$ cat config.mk
export PLATFORM = sky130hd
export DESIGN_NAME = nx1_wb_arbiter
export DESIGN_NICKNAME = d
export VERILOG_FILES = /design/src/rtl/nx1_wb_arbiter.sv
export SDC_FILE = /design/constraint.sdc
export NUM_CORES = 1
export LEC_CHECK = 0
export CELL_PAD_IN_SITES_DETAIL_PLACEMENT = 1
export CELL_PAD_IN_SITES_GLOBAL_PLACEMENT = 2
export CORE_MARGIN = 2
export CORE_UTILIZATION = 12
export CTS_CLUSTER_SIZE = 28
export DETAILED_ROUTE_END_ITERATION = 12
export PLACE_DENSITY_LB_ADDON = 0.3
export SLEW_MARGIN = 25
export SYNTH_ARGS = -nofsm -noshare
export SYNTH_HDL_FRONTEND = slang
export SYNTH_SLANG_ARGS = --single-unit
$ cat constraint.sdc
create_clock -name wb_clk_i -period 3.35 [get_ports wb_clk_i]
set_input_delay 0.335 -clock wb_clk_i [delete_from_list [all_inputs] [get_ports wb_clk_i]]
set_output_delay 0.335 -clock wb_clk_i [all_outputs]
set_load 0.05 [all_outputs]
$ cat src/rtl/nx1_wb_arbiter.sv
// Two-requester round-robin Wishbone arbiter in front of the Neuromorphic_X1_wb slave port, with per-transaction timeout.
// Latency: request seen in IDLE at cycle N drives m_stb_o from N+1; m_ack_i is forwarded combinationally; one idle cycle between grants.
// Backpressure: a non-granted requester's strobe is simply stalled (no ack/err) until it wins arbitration; nothing is dropped.
module nx1_wb_arbiter #(
    parameter int AW             = 32,
    parameter int DW             = 32,
    parameter int TIMEOUT_CYCLES = 1024   // 2..65535, fits the 16-bit timeout counter
) (
    input  logic              wb_clk_i,
    input  logic              wb_rst_i,

    // requester 0: management-SoC Wishbone bus
    input  logic              r0_cyc_i,
    input  logic              r0_stb_i,
    input  logic              r0_we_i,
    input  logic [DW/8-1:0]   r0_sel_i,
    input  logic [AW-1:0]     r0_adr_i,
    input  logic [DW-1:0]     r0_dat_i,
    output logic [DW-1:0]     r0_dat_o,
    output logic              r0_ack_o,
    output logic              r0_err_o,

    // requester 1: on-chip test/pattern engine
    input  logic              r1_cyc_i,
    input  logic              r1_stb_i,
    input  logic              r1_we_i,
    input  logic [DW/8-1:0]   r1_sel_i,
    input  logic [AW-1:0]     r1_adr_i,
    input  logic [DW-1:0]     r1_dat_i,
    output logic [DW-1:0]     r1_dat_o,
    output logic              r1_ack_o,
    output logic              r1_err_o,

    // shared slave port of the core
    output logic              m_cyc_o,
    output logic              m_stb_o,
    output logic              m_we_o,
    output logic [DW/8-1:0]   m_sel_o,
    output logic [AW-1:0]     m_adr_o,
    output logic [DW-1:0]     m_dat_o,
    input  logic [DW-1:0]     m_dat_i,
    input  logic              m_ack_i,

    // sticky timeout status
    output logic              to_flag_o,
    input  logic              to_clr_i
);

    localparam int SW = DW / 8;
    localparam logic [15:0] TO_LAST = 16'(TIMEOUT_CYCLES - 1);

    // Request-side bundle of one Wishbone master, muxed as a unit.
    typedef struct packed {
        logic          cyc;
        logic          stb;
        logic          we;
        logic [SW-1:0] sel;
        logic [AW-1:0] adr;
        logic [DW-1:0] dat;
    } wb_req_t;

    typedef enum logic [1:0] {
        IDLE = 2'd0,
        GNT0 = 2'd1,
        GNT1 = 2'd2
    } state_t;

    state_t      state;
    state_t      state_nxt;
    logic        last_grant;
    logic        last_grant_nxt;
    logic [15:0] to_cnt;
    logic [15:0] to_cnt_nxt;

    wb_req_t     r0_req;
    wb_req_t     r1_req;
    wb_req_t     gnt_req;

    logic        req0;
    logic        req1;
    logic        to_hit;     // last allowed granted cycle: bus is released regardless
    logic        term_ack;   // granted transfer completes normally
    logic        to_evt;     // granted transfer aborted by timeout (ack beats it)

    assign r0_req = {r0_cyc_i, r0_stb_i, r0_we_i, r0_sel_i, r0_adr_i, r0_dat_i};
    assign r1_req = {r1_cyc_i, r1_stb_i, r1_we_i, r1_sel_i, r1_adr_i, r1_dat_i};

    assign req0 = r0_cyc_i & r0_stb_i;
    assign req1 = r1_cyc_i & r1_stb_i;

    // Select the granted master's bundle; nothing is driven in IDLE or while reset is held.
    always_comb begin
        gnt_req = '0;
        if (!wb_rst_i) begin
            case (state)
                GNT0:    gnt_req = r0_req;
                GNT1:    gnt_req = r1_req;
                default: gnt_req = '0;
            endcase
        end
    end

    // to_hit deliberately ignores m_ack_i so the core's ack never feeds back into m_stb_o.
    assign to_hit   = (state != IDLE) && !wb_rst_i && (to_cnt == TO_LAST);
    assign term_ack = gnt_req.cyc & m_ack_i;
    assign to_evt   = to_hit & gnt_req.cyc & ~m_ack_i;

    // Drive the core port from the granted bundle and route terminations back to the owner only.
    always_comb begin
        m_cyc_o  = gnt_req.cyc & ~to_hit;
        m_stb_o  = gnt_req.stb & ~to_hit;
        m_we_o   = gnt_req.we;
        m_sel_o  = gnt_req.sel;
        m_adr_o  = gnt_req.adr;
        m_dat_o  = gnt_req.dat;

        r0_ack_o = 1'b0;
        r0_err_o = 1'b0;
        r0_dat_o = '0;
        r1_ack_o = 1'b0;
        r1_err_o = 1'b0;
        r1_dat_o = '0;

        if (!wb_rst_i) begin
            if (state == GNT0) begin
                r0_ack_o = term_ack;
                r0_err_o = to_evt;
                r0_dat_o = m_dat_i;
            end
            if (state == GNT1) begin
                r1_ack_o = term_ack;
                r1_err_o = to_evt;
                r1_dat_o = m_dat_i;
            end
        end
    end

    // Round-robin grant from IDLE; every grant is released after one ack, abort or timeout.
    always_comb begin
        state_nxt      = state;
        last_grant_nxt = last_grant;
        to_cnt_nxt     = to_cnt;
        case (state)
            IDLE: begin
                if (req0 && (!req1 || last_grant)) begin
                    state_nxt      = GNT0;
                    last_grant_nxt = 1'b0;
                    to_cnt_nxt     = '0;
                end else if (req1) begin
                    state_nxt      = GNT1;
                    last_grant_nxt = 1'b1;
                    to_cnt_nxt     = '0;
                end
            end
            GNT0, GNT1: begin
                if (!gnt_req.cyc || term_ack || to_evt) begin
                    state_nxt = IDLE;
                end else begin
                    to_cnt_nxt = to_cnt + 16'd1;
                end
            end
            default: begin
                state_nxt = IDLE;
            end
        endcase
    end

    // Arbiter state, round-robin pointer and timeout counter.
    always_ff @(posedge wb_clk_i) begin
        if (wb_rst_i) begin
            state      <= IDLE;
            last_grant <= 1'b1;
            to_cnt     <= '0;
        end else begin
            state      <= state_nxt;
            last_grant <= last_grant_nxt;
            to_cnt     <= to_cnt_nxt;
        end
    end

    // Sticky timeout flag; a timeout in the same cycle as a clear keeps it set.
    always_ff @(posedge wb_clk_i) begin
        if (wb_rst_i) begin
            to_flag_o <= 1'b0;
        end else if (to_evt) begin
            to_flag_o <= 1'b1;
        end else if (to_clr_i) begin
            to_flag_o <= 1'b0;
        end
    end

endmodule

==> results of run 1 <==
## worst max-delay path by stage
stage	from	endpoint	slack, ns	cells after the start
global route	to_cnt[0]	r0_err_o	0.34	6
finish	to_cnt[0]	r0_err_o	0.51	6
floorplan	state[1]	r0_ack_o	0.50	5
global placement	wb_rst_i	r0_err_o	0.81	7
CTS	to_cnt[0]	r0_err_o	0.50	6
detailed placement	to_cnt[0]	r0_err_o	0.79	6
## sequential cells by signal (all words and copies together), names as in the netlist
name,count
to_cnt,16
last_grant,1
to_flag_o,1
state,2
## cell type report
class	count	area share [%]
repair buffers	329	60.64
multi-input cells	327	27.53
flip-flops and latches	20	5.625
well taps	275	4.834
clock buffers	3	1.055
inverters	6	0.3164
## cells in the mapped netlist, types with 3 or more instances
cell	n
a21oi_1	13
a22oi_1	71
a31oi_1	3
and2_1	65
buf_6	3
clkbuf_1	32
dfxtp_1	20
ha_1	4
inv_1	5
nand2_1	21
nand3_1	5
nand4_1	5
nor2_1	78
nor2b_1	3
nor3_1	3
nor4_1	5
o21ai_0	7
o21ai_1	4
or3_1	5
or4_1	5
## worst reg2reg max path, delay by kind of cell, from the launching register on
family / cells / cell delay, ns
flip-flops: 1 / 0.41
buffers and inverters: 1 / 0.28
AND/OR/NAND/NOR: 2 / 0.79
adder cells (fa/ha/maj): 1 / 0.23
AO/OA/AOI/OAI: 3 / 0.75
## report_power, final
group	internal (mW)	total (mW)	switching (mW)
logic	0.456	0.934	0.478
registers	0.242	0.245	0.00281
clock network	0.158	0.251	0.0936
total	0.856	1.43	0.575
## layout by cell type (no fill, tap or decap), types with 7 or more instances in the layout
master             n
nor2_1            78
dfxtp_1           20
and2_1            65
o21ai_0            7
clkdlybuf4s50_1  178
a21oi_1           13
a22oi_1           71
buf_4             39
buf_12           112
nand2_1           21
## layer usage
layer	vias up	global-route usage (%)	wire, um
met1	2005	16.86	6460
met4	0	1.857	225
met2	137	28.78	9734
li1	1992	-	-
met3	14	4.404	1207
met5	-	0	0
## logic make-up (layout without fill, tap and decap cells)
kind of cell               count (synthesis)  count (layout)  synth area share (%)
and+or+nand+nor                          206             206                 41.78
DFF                                       20              20                 15.80
AOI/OAI and AO/OA                        117             117                 33.28
buffers and inverters                     42             338                 7.160
adders and majority gates                  4               4                 1.975
## per-stage QoR
stage / instances / instance area [um^2]
6_report: 960 / 7118
5_1_grt: 960 / 7118
2_1_floorplan: 389 / 2534
4_1_cts: 960 / 7118
3_5_place_dp: 957 / 7043
3_3_place_gp: 957 / 7043
==> impl_metrics.json, run 1 <==
{
  "status": "complete, no violations",
  "die_w_um": 149.3,
  "rsz0062_at_grt": "no",
  "fin_worst_skew_ns": 0.003193,
  "synthDistinctLibCells": 43,
  "ff_latch_area_um2": 400.4,
  "multiInputGateArea_mm2": 0.001959,
  "rows": 53,
  "ir_worst_vdd_mv": 0.1446,
  "cts_setup_buffers": 0,
  "whs_path_depth": 2,
  "grt_overflow": 0,
  "cts_buffers": 3,
  "crit_family": "simple AND/OR/NAND/NOR gates",
  "path_clk_slew_ns": 0.06,
  "reg2reg_to": "to_cnt[13]",
  "clk_latency_ns": 0.26,
  "yosysTopAreaCellShare_pct": 21.04,
  "gp_congestion": 0.8557,
  "initial_utilization_pct": 12.13,
  "slew_headroom_pct": 44.82,
  "ys_seq_area_share_pct": 15.80,
  "fillerInstances": 2418,
  "htreeDepth": 1,
  "drv_cap": 0,
  "finalMaxSlewViolations": 0,
  "setup_viol": 0,
  "ant_nets": 0,
  "syn_inst": 389,
  "cts_resized": 0,
  "wire_per_inst_um": 18.36,
  "hold_viol_final": 0,
  "ios": 318,
  "min_period_ns": 2.837,
  "synth_area_leader_cell": "a22oi_1",
  "synth_nets": 571,
  "worstHoldStart": "to_flag_o",
  "grt_pass1_vias": 4410,
  "cts_tree": "built",
  "coreArea_mm2": 0.02089,
  "grt_first_pass_wirelength_um": 25990,
  "netlist_area_mm2": 0.002534,
  "syn_area_per_cell_um2": 6.513,
  "power_density_mw_per_mm2": 200.9,
  "finalCritPeriodShare_pct": 84.70,
  "port_buffers": 317,
  "num_vias": 4148,
  "finalPower_mw": 1.430,
  "yosys-top-cells-area": "a22oi_1 21%, and2_1 16%, dfxtp_1 16%",
  "worstSetupPathType": "flip-flop to primary output",
  "pre_cts_ws_ns": 0.7926,
  "cpMaxStageDelayCell": "or4_4",
  "grt_util_all_layers_pct": 15.07,
  "route.detailed.drc": 0,
  "slowest_delay_ns": 0.64,
  "r2r_cells": 7,
  "grt_max_degree": 74,
  "ys.flop_type": "dfxtp_1",
  "crit_buf_inv": 1,
  "cp_cell_sequence": "ha_1 -> nand3_2 -> or4_4 -> nor2_1 -> and3_1 -> buf_12",
  "reg2reg_from": "to_cnt[0]",
  "critPathLaunchType": "flip-flop",
  "diodes": 0,
  "cts_hold_buf": 0,
  "synth-edff-count": 0,
  "antenna_found_initial": 0,
  "hp-class": "flip-flop to flip-flop",
  "cp_max_fo": 9,
  "clock_path_buffers": 2,
  "whs_ns": 0.4849,
  "min_to": "to_flag_o",
  "yosysWarnings": 0,
  "postLayoutSetupSlackWorst_ns": 0.5127,
  "die-area_mm2": 0.02229,
  "ys_ff_latch": 20,
  "first_pass_iters": 6,
  "required_ns": 3.01,
  "worst_pin_slew_ns": 0.8277,
  "syn2layout_area_growth_pct": 180.9,
  "synthArstFlopShare_pct": 0,
  "die_y_um": 149.3,
  "leakagePower_nw": 2.541,
  "root_buffer": "clkbuf_16",
  "nets": 869,
  "drt-initial-drc-count": 165,
  "cp_data_arrival_time_ns": 2.50,
  "routed_via_density": 4.321,
  "cts.sinks": 20,
  "r2r_slack_ns": 0.82,
  "routed_wl_um": 17630,
  "utilization_pct": 34.08,
  "crit_path_end_kind": "primary output",
  "drive_above_1_share_pct": 24.67,
  "max_freq_mhz": 352.4,
  "tns_ns": 0,
  "dp_hpwl_um": 14720
}
Note: power is estimated with default switching activity, not from simulation.
==> run 2, diff against run 1 <==
- CORE_UTILIZATION: 12 -> 10
- clock period: 3.35 -> 2.3 ns (I/O delays scaled with it)
==> run 2 against run 1 <==
Net effect:
- sequential cell count did not move
- register-to-register slack got worse by 0.70 ns
- global-route usage fell by 2.2 points
- highest routed layer unchanged
- clock-buffer cell count rose by 1
- via count rose by 4.0%
- utilization fell by 2.8 points
- worst hold slack got worse by 0.013 ns
- sequential share of layout area fell by 0.48 points
==> impl_metrics.json, run 2 (synthesis gave the netlist of run 1 again) <==
{
  "worstSetupPathType": "flip-flop to primary output",
  "pwr-share-comb_pct": 66.1,
  "cts_hold_buf": 0,
  "path_clk_slew_ns": 0.06,
  "dr_wl_met3_um": 1214,
  "grt_first_pass_wirelength_um": 26850,
  "r2r_slack_ns": 0.12,
  "cts_buffers": 3,
  "status": "complete, no violations",
  "slew_headroom_pct": 64.89,
  "port_buffers": 317,
  "routed_wl_um": 19100,
  "reg_top3": "to_cnt: 16 flops, state: 2 flops",
  "highest-signal-layer": "met4",
  "route.detailed.drc": 0,
  "rows": 58,
  "clk_latency_ns": 0.26,
  "leakagePower_nw": 2.761,
  "grt_util_all_layers_pct": 12.85,
  "critPathLaunchType": "flip-flop",
  "final_common_cell": "clkdlybuf4s50_1",
  "power_density_mw_per_mm2": 290.2,
  "dp_hpwl_um": 15020,
  "required_ns": 2.07,
  "die_w_um": 163.2,
  "cp_data_arrival_time_ns": 1.97,
  "switching_share_pct": 39.51,
  "routed_via_density": 4.156,
  "diodes": 0,
  "cp_cell_sequence": "ha_4 -> nand3_2 -> or4_4 -> nor2_4 -> buf_6 -> nor3_1 -> buf_4",
  "coreArea_mm2": 0.02504,
  "whs_path_depth": 2,
  "root_buffer": "clkbuf_16",
  "final_cell_mix": "178 x clkdlybuf4s50_1, 140 x buf_12, 76 x nor2_1",
  "utilization_pct": 31.26,
  "ios": 318,
  "ir_worst_vdd_mv": 0.1680,
  "initial_utilization_pct": 10.12,
  "startpoint": "to_cnt[1]",
  "cts.sinks": 20,
  "finalCritPeriodShare_pct": 95.86,
  "m1WireLength_um": 6793,
  "drive_above_1_share_pct": 28.11,
  "grt_overflow": 0,
  "min_period_ns": 2.205,
  "antenna_found_initial": 0,
  "setup_viol": 0,
  "worst_pin_slew_ns": 0.5249,
  "first_pass_iters": 4,
  "hold_viol_final": 0,
  "gp_congestion": 0.8354,
  "ant_nets": 0,
  "rsz0062_at_grt": "yes",
  "htreeDepth": 1,
  "die-area_mm2": 0.02663,
  "cp_max_fo": 6,
  "worstHoldStart": "to_flag_o",
  "power.switching_uw": 897.5,
  "fin_worst_skew_ns": 0.001788,
  "num_vias": 4314,
  "crit_path_end_kind": "primary output",
  "nets": 891,
  "die_y_um": 163.2,
  "largest_reg_flops": 16,
  "intPower_mw": 1.374,
  "grt_max_degree": 74,
  "cts_tree": "built",
  "clock_path_buffers": 2,
  "clkPwrFrac_pct": 18.2,
  "pwr-share-seq_pct": 15.7,
  "reg2reg_to": "to_cnt[12]",
  "syn2layout_area_growth_pct": 208.9,
  "whs_ns": 0.4715,
  "min_to": "to_flag_o",
  "fillerInstances": 2849,
  "finalMaxSlewViolations": 0,
  "slowest_delay_ns": 0.60,
  "grt_pass1_vias": 4730,
  "hp-class": "flip-flop to flip-flop",
  "r2r_cells": 8,
  "wire_per_inst_um": 18.40,
  "dr_wl_met2_um": 10940,
  "regMostFlops": "to_cnt",
  "drv_cap": 0,
  "reg2reg_from": "to_cnt[1]",
  "max_freq_mhz": 453.6,
  "drt-initial-drc-count": 162,
  "cpMaxStageDelayCell": "or4_4"
}
-- run 2: area by class of cell --
class	instances	area (um^2)	area share [%]
Clock buffer	4	88.84	1.135
Inverter	6	22.52	0.2877
Multi-Input combinational cell	327	1993	25.46
Sequential cell	20	402.9	5.147
Tap cell	330	412.9	5.275
Timing Repair Buffer	351	4907	62.69
-- run 2: worst max path at each step --
stage | depth (start not counted) | slack [ns] | to
5_1_grt | 7 | -0.06 | r1_dat_o[25]
3_3_place_gp | 6 | 0.04 | m_adr_o[1]
6_report | 7 | 0.1 | m_cyc_o
3_5_place_dp | 6 | -0.01 | m_adr_o[10]
4_1_cts | 7 | 0.00002 | r1_err_o
2_1_floorplan | 5 | -0.45 | r0_ack_o
-- run 2: per-stage QoR --
step,setup TNS [ns],std cells,setup WS (ns),instance area (um^2),power (mW)
5_1_grt,-1.174,1038,-0.05771,7828,2.389
4_1_cts,0,1029,0.00001887,7661,2.234
6_report,0,1038,0.09517,7828,2.271
2_1_floorplan,-0.9627,389,-0.4471,2539,0.9947
3_5_place_dp,-0.01650,1025,-0.01168,7552,1.799
3_3_place_gp,0,1025,0.04418,7552,1.776
-- run 2: critical path: cells and delay by family (launching register included) --
family        cells  cell delay (ns)
buf+inv           2             0.33
fa+ha+maj         1             0.15
simple gates      4             0.89
flops             1             0.35
-- run 2: power by group through the flow --
stage | Clock [mW] | Combinational [mW] | Sequential, mW
detailed placement | 0 | 1.44 | 0.364
finish | 0.413 | 1.50 | 0.356
floorplan | 0 | 0.632 | 0.363
CTS | 0.431 | 1.45 | 0.356
global route | 0.446 | 1.59 | 0.357
global placement | 0 | 1.41 | 0.363
-- run 2: per-layer routing --
layer / GRT usage (%) / vias up
met3: 3.758 / 10
met4: 1.529 / 0
met5: 0 / -
li1: - / 2041
met1: 13.61 / 2101
met2: 25.47 / 162
-- run 2: what timing repair did --
action / in CTS / in global routing
cloned: 0 / 4
setup endpoints to repair: 50 / 115
gates resized for setup: 5 / 8
setup buffers: 0 / 5
pin swaps: 1 / 4
